==> src/rtl/single_port_blockram_controller.sv <==
// Initiator-side controller for a single-port block RAM: clears every set after reset, then
// serialises client read/write requests onto the RAM pins and returns read data on a response port.
module single_port_blockram_controller #(
    parameter int SINGLE_ELEMENT_SIZE_IN_BITS = 64,
    parameter int NUMBER_SETS                 = 64,
    parameter int SET_PTR_WIDTH_IN_BITS       = $clog2(NUMBER_SETS)
) (
    input  logic                                   clk_in,
    input  logic                                   reset_in,
    input  logic                                   request_valid_in,
    input  logic                                   request_write_in,
    input  logic [SET_PTR_WIDTH_IN_BITS-1:0]       request_addr_in,
    input  logic [SINGLE_ELEMENT_SIZE_IN_BITS-1:0] request_data_in,
    output logic                                   request_ready_out,
    output logic                                   response_valid_out,
    output logic [SET_PTR_WIDTH_IN_BITS-1:0]       response_addr_out,
    output logic [SINGLE_ELEMENT_SIZE_IN_BITS-1:0] response_data_out,
    output logic                                   response_error_out,
    input  logic                                   response_ready_in,
    output logic                                   init_done_out,
    output logic                                   ram_access_en_out,
    output logic                                   ram_write_en_out,
    output logic [SET_PTR_WIDTH_IN_BITS-1:0]       ram_set_addr_out,
    output logic [SINGLE_ELEMENT_SIZE_IN_BITS-1:0] ram_write_element_out,
    input  logic [SINGLE_ELEMENT_SIZE_IN_BITS-1:0] ram_read_element_in
);

    localparam int AW = SET_PTR_WIDTH_IN_BITS;
    localparam int DW = SINGLE_ELEMENT_SIZE_IN_BITS;
    // The init pointer is one bit wider so it can reach NUMBER_SETS itself.
    localparam logic [AW:0] SET_COUNT = (AW+1)'(NUMBER_SETS);
    localparam logic [AW:0] PTR_ONE   = (AW+1)'(1);

    typedef enum logic [2:0] {
        ST_INIT      = 3'd0,
        ST_IDLE      = 3'd1,
        ST_ISSUE_WR  = 3'd2,
        ST_ISSUE_RD  = 3'd3,
        ST_WAIT_DATA = 3'd4,
        ST_RESP      = 3'd5
    } state_t;

    function automatic logic addr_out_of_range(input logic [AW-1:0] addr);
        return ({1'b0, addr} >= SET_COUNT);
    endfunction

    state_t          state_r, state_nxt_s;
    logic [AW:0]     init_ptr_r, init_ptr_nxt_s;
    logic [AW-1:0]   req_addr_r, req_addr_nxt_s;
    logic            req_err_r, req_err_nxt_s;
    logic            req_ready_r, req_ready_nxt_s;
    logic            resp_valid_r, resp_valid_nxt_s;
    logic [AW-1:0]   resp_addr_r, resp_addr_nxt_s;
    logic [DW-1:0]   resp_data_r, resp_data_nxt_s;
    logic            resp_err_r, resp_err_nxt_s;
    logic            init_done_r, init_done_nxt_s;
    logic            ram_en_r, ram_en_nxt_s;
    logic            ram_we_r, ram_we_nxt_s;
    logic [AW-1:0]   ram_addr_r, ram_addr_nxt_s;
    logic [DW-1:0]   ram_wdata_r, ram_wdata_nxt_s;
    logic            req_oob_s;

    assign req_oob_s = addr_out_of_range(request_addr_in);

    // Next-state and next-output decode; RAM strobes default low, address/data pins hold.
    always_comb begin
        state_nxt_s      = state_r;
        init_ptr_nxt_s   = init_ptr_r;
        req_addr_nxt_s   = req_addr_r;
        req_err_nxt_s    = req_err_r;
        req_ready_nxt_s  = 1'b0;
        resp_valid_nxt_s = resp_valid_r;
        resp_addr_nxt_s  = resp_addr_r;
        resp_data_nxt_s  = resp_data_r;
        resp_err_nxt_s   = resp_err_r;
        init_done_nxt_s  = init_done_r;
        ram_en_nxt_s     = 1'b0;
        ram_we_nxt_s     = 1'b0;
        ram_addr_nxt_s   = ram_addr_r;
        ram_wdata_nxt_s  = ram_wdata_r;
        case (state_r)
            ST_INIT: begin
                if (init_ptr_r < SET_COUNT) begin
                    ram_en_nxt_s    = 1'b1;
                    ram_we_nxt_s    = 1'b1;
                    ram_addr_nxt_s  = init_ptr_r[AW-1:0];
                    ram_wdata_nxt_s = {DW{1'b0}};
                    init_ptr_nxt_s  = init_ptr_r + PTR_ONE;
                end else begin
                    init_done_nxt_s = 1'b1;
                    req_ready_nxt_s = 1'b1;
                    state_nxt_s     = ST_IDLE;
                end
            end
            ST_IDLE: begin
                if (request_valid_in && req_ready_r) begin
                    req_addr_nxt_s = request_addr_in;
                    req_err_nxt_s  = req_oob_s;
                    if (request_write_in) begin
                        state_nxt_s = ST_ISSUE_WR;
                    end else begin
                        state_nxt_s = ST_ISSUE_RD;
                    end
                    // An out-of-range request still walks the FSM but never touches the RAM.
                    if (!req_oob_s) begin
                        ram_en_nxt_s   = 1'b1;
                        ram_we_nxt_s   = request_write_in;
                        ram_addr_nxt_s = request_addr_in;
                        if (request_write_in) begin
                            ram_wdata_nxt_s = request_data_in;
                        end else begin
                            ram_wdata_nxt_s = ram_wdata_r;
                        end
                    end else begin
                        ram_en_nxt_s = 1'b0;
                    end
                end else begin
                    req_ready_nxt_s = 1'b1;
                end
            end
            ST_ISSUE_WR: begin
                req_ready_nxt_s = 1'b1;
                state_nxt_s     = ST_IDLE;
            end
            ST_ISSUE_RD: begin
                state_nxt_s = ST_WAIT_DATA;
            end
            ST_WAIT_DATA: begin
                resp_valid_nxt_s = 1'b1;
                resp_addr_nxt_s  = req_addr_r;
                resp_err_nxt_s   = req_err_r;
                if (req_err_r) begin
                    resp_data_nxt_s = {DW{1'b0}};
                end else begin
                    resp_data_nxt_s = ram_read_element_in;
                end
                state_nxt_s = ST_RESP;
            end
            ST_RESP: begin
                if (response_ready_in) begin
                    resp_valid_nxt_s = 1'b0;
                    req_ready_nxt_s  = 1'b1;
                    state_nxt_s      = ST_IDLE;
                end else begin
                    state_nxt_s = ST_RESP;
                end
            end
            default: begin
                init_ptr_nxt_s = {(AW+1){1'b0}};
                state_nxt_s    = ST_INIT;
            end
        endcase
    end

    // State and registered outputs; reset restarts the clear sequence from set 0.
    always_ff @(posedge clk_in or posedge reset_in) begin
        if (reset_in) begin
            state_r      <= ST_INIT;
            init_ptr_r   <= {(AW+1){1'b0}};
            req_addr_r   <= {AW{1'b0}};
            req_err_r    <= 1'b0;
            req_ready_r  <= 1'b0;
            resp_valid_r <= 1'b0;
            resp_addr_r  <= {AW{1'b0}};
            resp_data_r  <= {DW{1'b0}};
            resp_err_r   <= 1'b0;
            init_done_r  <= 1'b0;
            ram_en_r     <= 1'b0;
            ram_we_r     <= 1'b0;
            ram_addr_r   <= {AW{1'b0}};
            ram_wdata_r  <= {DW{1'b0}};
        end else begin
            state_r      <= state_nxt_s;
            init_ptr_r   <= init_ptr_nxt_s;
            req_addr_r   <= req_addr_nxt_s;
            req_err_r    <= req_err_nxt_s;
            req_ready_r  <= req_ready_nxt_s;
            resp_valid_r <= resp_valid_nxt_s;
            resp_addr_r  <= resp_addr_nxt_s;
            resp_data_r  <= resp_data_nxt_s;
            resp_err_r   <= resp_err_nxt_s;
            init_done_r  <= init_done_nxt_s;
            ram_en_r     <= ram_en_nxt_s;
            ram_we_r     <= ram_we_nxt_s;
            ram_addr_r   <= ram_addr_nxt_s;
            ram_wdata_r  <= ram_wdata_nxt_s;
        end
    end

    assign request_ready_out     = req_ready_r;
    assign response_valid_out    = resp_valid_r;
    assign response_addr_out     = resp_addr_r;
    assign response_data_out     = resp_data_r;
    assign response_error_out    = resp_err_r;
    assign init_done_out         = init_done_r;
    assign ram_access_en_out     = ram_en_r;
    assign ram_write_en_out      = ram_we_r;
    assign ram_set_addr_out      = ram_addr_r;
    assign ram_write_element_out = ram_wdata_r;

endmodule

==> config.mk <==
export PLATFORM = sky130hd
export DESIGN_NAME = single_port_blockram_controller
export DESIGN_NICKNAME = d
export VERILOG_FILES = /design/src/rtl/single_port_blockram_controller.sv
export SDC_FILE = /design/constraint.sdc
export NUM_CORES = 1
export LEC_CHECK = 0
export ABC_AREA = 1
export CAP_MARGIN = 5
export CORE_MARGIN = 1
export CORE_UTILIZATION = 39
export DETAILED_ROUTE_END_ITERATION = 10
export GPL_TIMING_DRIVEN = 0
export PLACE_DENSITY = 0.77
export SKIP_LAST_GASP = 1
export SYNTH_ARGS = -nofsm -noshare
export SYNTH_HDL_FRONTEND = slang
export SYNTH_SLANG_ARGS = --single-unit
==> constraint.sdc <==
create_clock -name clk_in -period 5.1 [get_ports clk_in]
set_clock_uncertainty 0.05 [all_clocks]
set_input_delay 1.02 -clock clk_in [delete_from_list [all_inputs] [get_ports clk_in]]
set_output_delay 1.02 -clock clk_in [all_outputs]
set_load 0.02 [all_outputs]
* Word-level counts from Yosys, hierarchy flattened
Cells that the tools add are included.
Widths: inputs -> output; s select.
** Word-level totals
- Logic and storage cells :: 63
- Input bits :: 139
- Register bits :: 161
- Output and inout bits :: 146
** Cells by class
- Reductions and logical operators :: 12
- Order comparisons :: 1
- Equal/unequal tests :: 10
- $add $sub $neg :: 1
- Muxes and demuxes :: 25
- Bitwise logic cells :: 2
** Operators by type and width (count)
- $mux 64 :: 3
- $pmux 64 s2 :: 1
- $pmux 3 s6 :: 1
- $pmux 7 s2 :: 1
- $mux 6 :: 2
- $pmux 6 s2 :: 1
- $ne 2x2->1 const B :: 5
- $reduce_and 2->1 :: 5
- $mux 3 :: 3
- $mux 1 :: 8
- $add 7x1->7 const B :: 1
- $lt 7x7->1 const B :: 1
- $mux 7 :: 1
- $eq 3x2->1 const B :: 2
- $eq 3x3->1 const B :: 2
- $pmux 1 s2 :: 3
- $reduce_or 5->1 :: 1
- $pmux 1 s4 :: 1
- $reduce_and 4->1 :: 1
- $reduce_bool 2->1 :: 2
- $eq 3x1->1 const B :: 1
- $logic_not 3->1 :: 1
- $reduce_and 3->1 :: 1
- $not 1->1 :: 2
- $logic_and 1x1->1 :: 1

* Logic depth before layout (Yosys ltp)
- Depth after elaboration :: 4
- Depth in mapped cells :: 10
- Depth with buffers taken out :: 8

* Worst setup path after synthesis
OpenSTA, ideal clock, no wires.
- Kind :: in2reg
- From :: input port request_valid_in
- To :: register ram_wdata_r[0], in the netlist ram_write_element_out[0]
- Path slack :: 3.194 ns
- Data required time :: 4.933 ns
- Arrival :: 1.739 ns
- Path buffers :: 2
- Stages on the path :: 7
- Cells stage by stage :: nand2_1 -> nor2_4 -> nand2_2 -> buf_4 -> buf_6 -> nand3_1 -> nand2_1
** On the way
- Cells in the longest elaborated chain, start to end :: 3
** RTL lines
- start: declaration :: line 10 : input logic request_valid_in,
- $logic_and 1x1->1 :: line 96 : if (request_valid_in && req_ready_r) begin
- $ne 2x2->1 (no line)
- $reduce_and 4->1 (no line)
- end signal: assignment :: line 171 : ram_wdata_r <= {DW{1'b0}};
- end signal: assignment :: line 186 : ram_wdata_r <= ram_wdata_nxt_s;
- end: declaration :: line 60 : logic [DW-1:0] ram_wdata_r, ram_wdata_nxt_s;
Every way passes these cells.
A chain may end at the register's enable or synchronous reset.

* Final worst setup path
- From :: register resp_data_r[30], in the netlist response_data_out[30]
- To :: output port response_data_out[30]
** RTL lines
- start: declaration :: line 54 : logic [DW-1:0] resp_data_r, resp_data_nxt_s;
- start signal: assignment :: line 165 : resp_data_r <= {DW{1'b0}};
- start signal: assignment :: line 180 : resp_data_r <= resp_data_nxt_s;
- end: declaration :: line 17 : output logic [SINGLE_ELEMENT_SIZE_IN_BITS-1:0] response_data_out,
No word-level cell between the ends.

==> results.md <==
* Clk Latency, worst-skew pair at around 0.41 ns
* Clock transition at path regs at 0.07 ns
* Adder-Cell Fraction of Synth Area at 0.00181
* Nets at 1164
* Syn nets at 858
* Fmax at between 0.3 and 0.4 GHz
* Net Sw Frac at 0.394
* P_int at about 4.4 mW
* Cells after Synth at between 700 and 800
* GP Congestion at 0.795
* Initial antenna violation count at 0
* Crit path launch type: flip-flop
* Multiplexer share of the synthesized area at 0.112
* Max VDD drop at 0.286 mV
* Top FF cell, synth: dfrtp_1
* Fin. max-slew vios at 0
* Critical Path Sink Type: output pin
* Slowest cell on crit path: clkdlybuf4s50_1
* Power consumption at ~7.2 mW
* Largest family of logic cells by synthesized area: simple AND/OR/NAND/NOR gates
* Routed Antenna Nets at 0
* Pin count of the biggest net entering global routing at 42
* Share of layout cells above drive strength 1 at 0.130
* Area post-placement at just over 0.01 sq mm
* CTS sink cnt at ~160
* Setup_tns at 0 ns
* CTS buffer count at 17
* Max Cap Viol at 0
* Initial core utilization at 0.401
* CTS tree: yes
* Area Growth Syn to Fin at 55.1%
* Post-CTS sizing at 0
* Vias post-DR at between 5000 and 6000
* Critical Path RT at just over 4 ns
* Routed WL at about 19000 microns
* Final Hold Viols at 0
* ANT cells at 0
* YS warnings at 0
* Synth Area in XOR/XNOR at 0
* Slew of the pin with the lowest slew margin at 0.551 ns
* CP top delay family: buffers and inverters
* First-pass GRT wire length at 29500 microns
* Die width at between 100 and 150 microns
* Ports at roughly 290
* Complex-gate fraction of the synthesized area at 0.0181
* Gr usage total at 0.208
* Post-CTS Setup Repair Bufs at 0
* Die ar. at approximately 0.018 sq mm
* Register area share after synthesis at 0.581
* Vias in the first global route at roughly 5700
* Final worst-path cycle share at 0.491
* WS Path Type: flip-flop to output pin
* Synth Area in Simple Gates at 0.201
* Crit-path cells: clkdlybuf4s50_1
* Worst Path Arrival at ~1.4 ns
* DRC at 0
* #FFs+latches synth at 161
* Row Count at between 40 and 50
* Core Area at around 0.017 sq mm
* DRT iter0 DRCs at 224
* Flop pwr share at 0.310
* Leakage Power at just over 5 nW
* Input/output buffers at approximately 280
* Total grt overflow at 0
* Pwr dens at slightly below 700 mW/mm^2
* Crit-path max FO at 2
* Hold buffer count at CTS at 0
* Min Tclk post-route at between 2 and 3 ns
* Post-synth ARST share at 1.00
* Status: finished clean
* Routed len/inst at around 15 microns
* Avg Cell Area, Syn at around 9.7 sq um
* DP HPWL at around 14000 microns
* Htree depth at 4
* Die Ht at 135 microns
* EDFF count, synth at 0
* Drt first pass iters at 4
* Worst hold path class: flip-flop to flip-flop
* Setup Viol. Count Final at 0
* Design area at roughly 0.011 sq mm
* Slew headroom at 0.633
* Clock Power Share at 0.185
* RSZ-0062 raised after global routing: false
* Max stage delay on crit path at approximately 0.64 ns
* Worst Path Buf+Inv at 1
* NetSw at around 2.8 mW
* Maximum clock path buffer count at 2
* Clock root buffer: clkbuf_16
* Synth Cell Area at 0.00693 sq mm
* Synth unique cells at 26
* Vias/cell at between 4 and 5
* Combinational share of power at 0.505
[cells in the final DEF (no fill, tap or decap), types with 2 or more instances in the layout]
master,synthesis,layout
a21oi_1,5,5
buf_1,3,3
buf_12,0,4
buf_2,17,17
buf_4,2,2
buf_6,12,12
bufinv_16,0,3
clkbuf_1,6,7
clkbuf_16,0,17
clkdlybuf4s50_1,0,283
clkinvlp_4,0,4
dfrtp_1,161,161
inv_1,81,80
inv_2,4,4
inv_6,0,3
inv_8,0,2
mux2_1,12,12
mux2_2,57,57
nand2_1,177,177
nand2_2,3,3
nand3_1,77,77
nor2_1,73,73
nor2_2,2,2
nor3_1,2,2
o21ai_0,13,13
o21ai_1,4,4
[power groups by stage]
stage | Sequential, mW | Combinational, mW | Clock (mW)
after floorplan | 2.94 | 1.27 | 0
after global placement | 2.24 | 3.62 | 0
after detailed placement | 2.26 | 3.68 | 0
after CTS | 2.25 | 3.69 | 1.37
after global routing | 2.32 | 3.92 | 1.42
final | 2.24 | 3.65 | 1.34
[path summary, 6_finish.rpt]
check                                       from                         to  slack, ns  cells past startpoint
setup reg to reg                      state_r[2]      response_data_out[36]       3.42                      4
hold reg to reg             response_addr_out[5]       response_addr_out[5]       0.43                      2
min in group asynchronous               reset_in  ram_write_element_out[54]       0.91                      2
hold / removal              response_addr_out[5]       response_addr_out[5]       0.43                      2
setup / recovery           response_data_out[30]      response_data_out[30]       2.60                      1
max in group asynchronous               reset_in      response_data_out[24]       3.26                      4
[final cells by class]
type / count / area [sq um]
buffer: 40 / 269
clock buffer: 19 / 443
clock inverter: 13 / 175
fill: 1460 / 6550
inverter: 85 / 323
multi-input combinational: 432 / 2310
sequential: 161 / 4030
tap: 225 / 282
timing repair buffer: 287 / 2910
[layer usage]
| metal | vias up | wire length (microns) | part of all wire | global-route usage |
|---|---|---|---|---|
| met3 | 28 | 805 | 0.043 | 0.0352 |
| met4 | 0 | 471 | 0.025 | 0.0886 |
| met5 | - | 0 | 0 | 0 |
| met1 | 2787 | 8230 | 0.44 | 0.263 |
| met2 | 164 | 9420 | 0.50 | 0.351 |
| li1 | 2857 | - | - | - |
[per-stage QoR]
stage               setup WS (ns)  hold WS, ns  cells   util
finish                       2.60        0.435   1262  0.621
CTS                          2.57        0.435   1262  0.621
global placement            0.523        0.415   1226  0.581
detailed placement           2.56        0.413   1230  0.586
floorplan                    1.99        0.399    718      -
global route                 2.56        0.453   1262  0.621
[flip-flops by register name, indices dropped and copies added, names as in the netlist, 3 cells and up]
register,count
init_ptr_r,7
state_r,3
ram_set_addr_out,6
req_addr_r,6
response_data_out,64
response_addr_out,6
ram_write_element_out,64
[synth_stat cells, types with 3 or more instances]
master	number	area share
clkbuf_1	6	0.0033
buf_1	3	0.0016
inv_1	81	0.044
inv_2	4	0.0022
mux2_2	57	0.093
a21oi_1	5	0.0036
mux2_1	12	0.020
o21ai_1	4	0.0029
o21ai_0	13	0.0094
dfrtp_1	161	0.58
nor2_1	73	0.040
buf_2	17	0.012
nand3_1	77	0.056
buf_6	12	0.020
nand2_1	177	0.096
nand2_2	3	0.0027
[kinds of logic after synthesis]
logic type / Yosys count
adder cells (fa/ha/maj): 1
AND/OR/NAND/NOR: 337
buffers and inverters: 125
AO/OA/AOI/OAI: 24
multiplexers: 69
other: 1
flip-flops: 161
(Power assumes the default switching activity.)
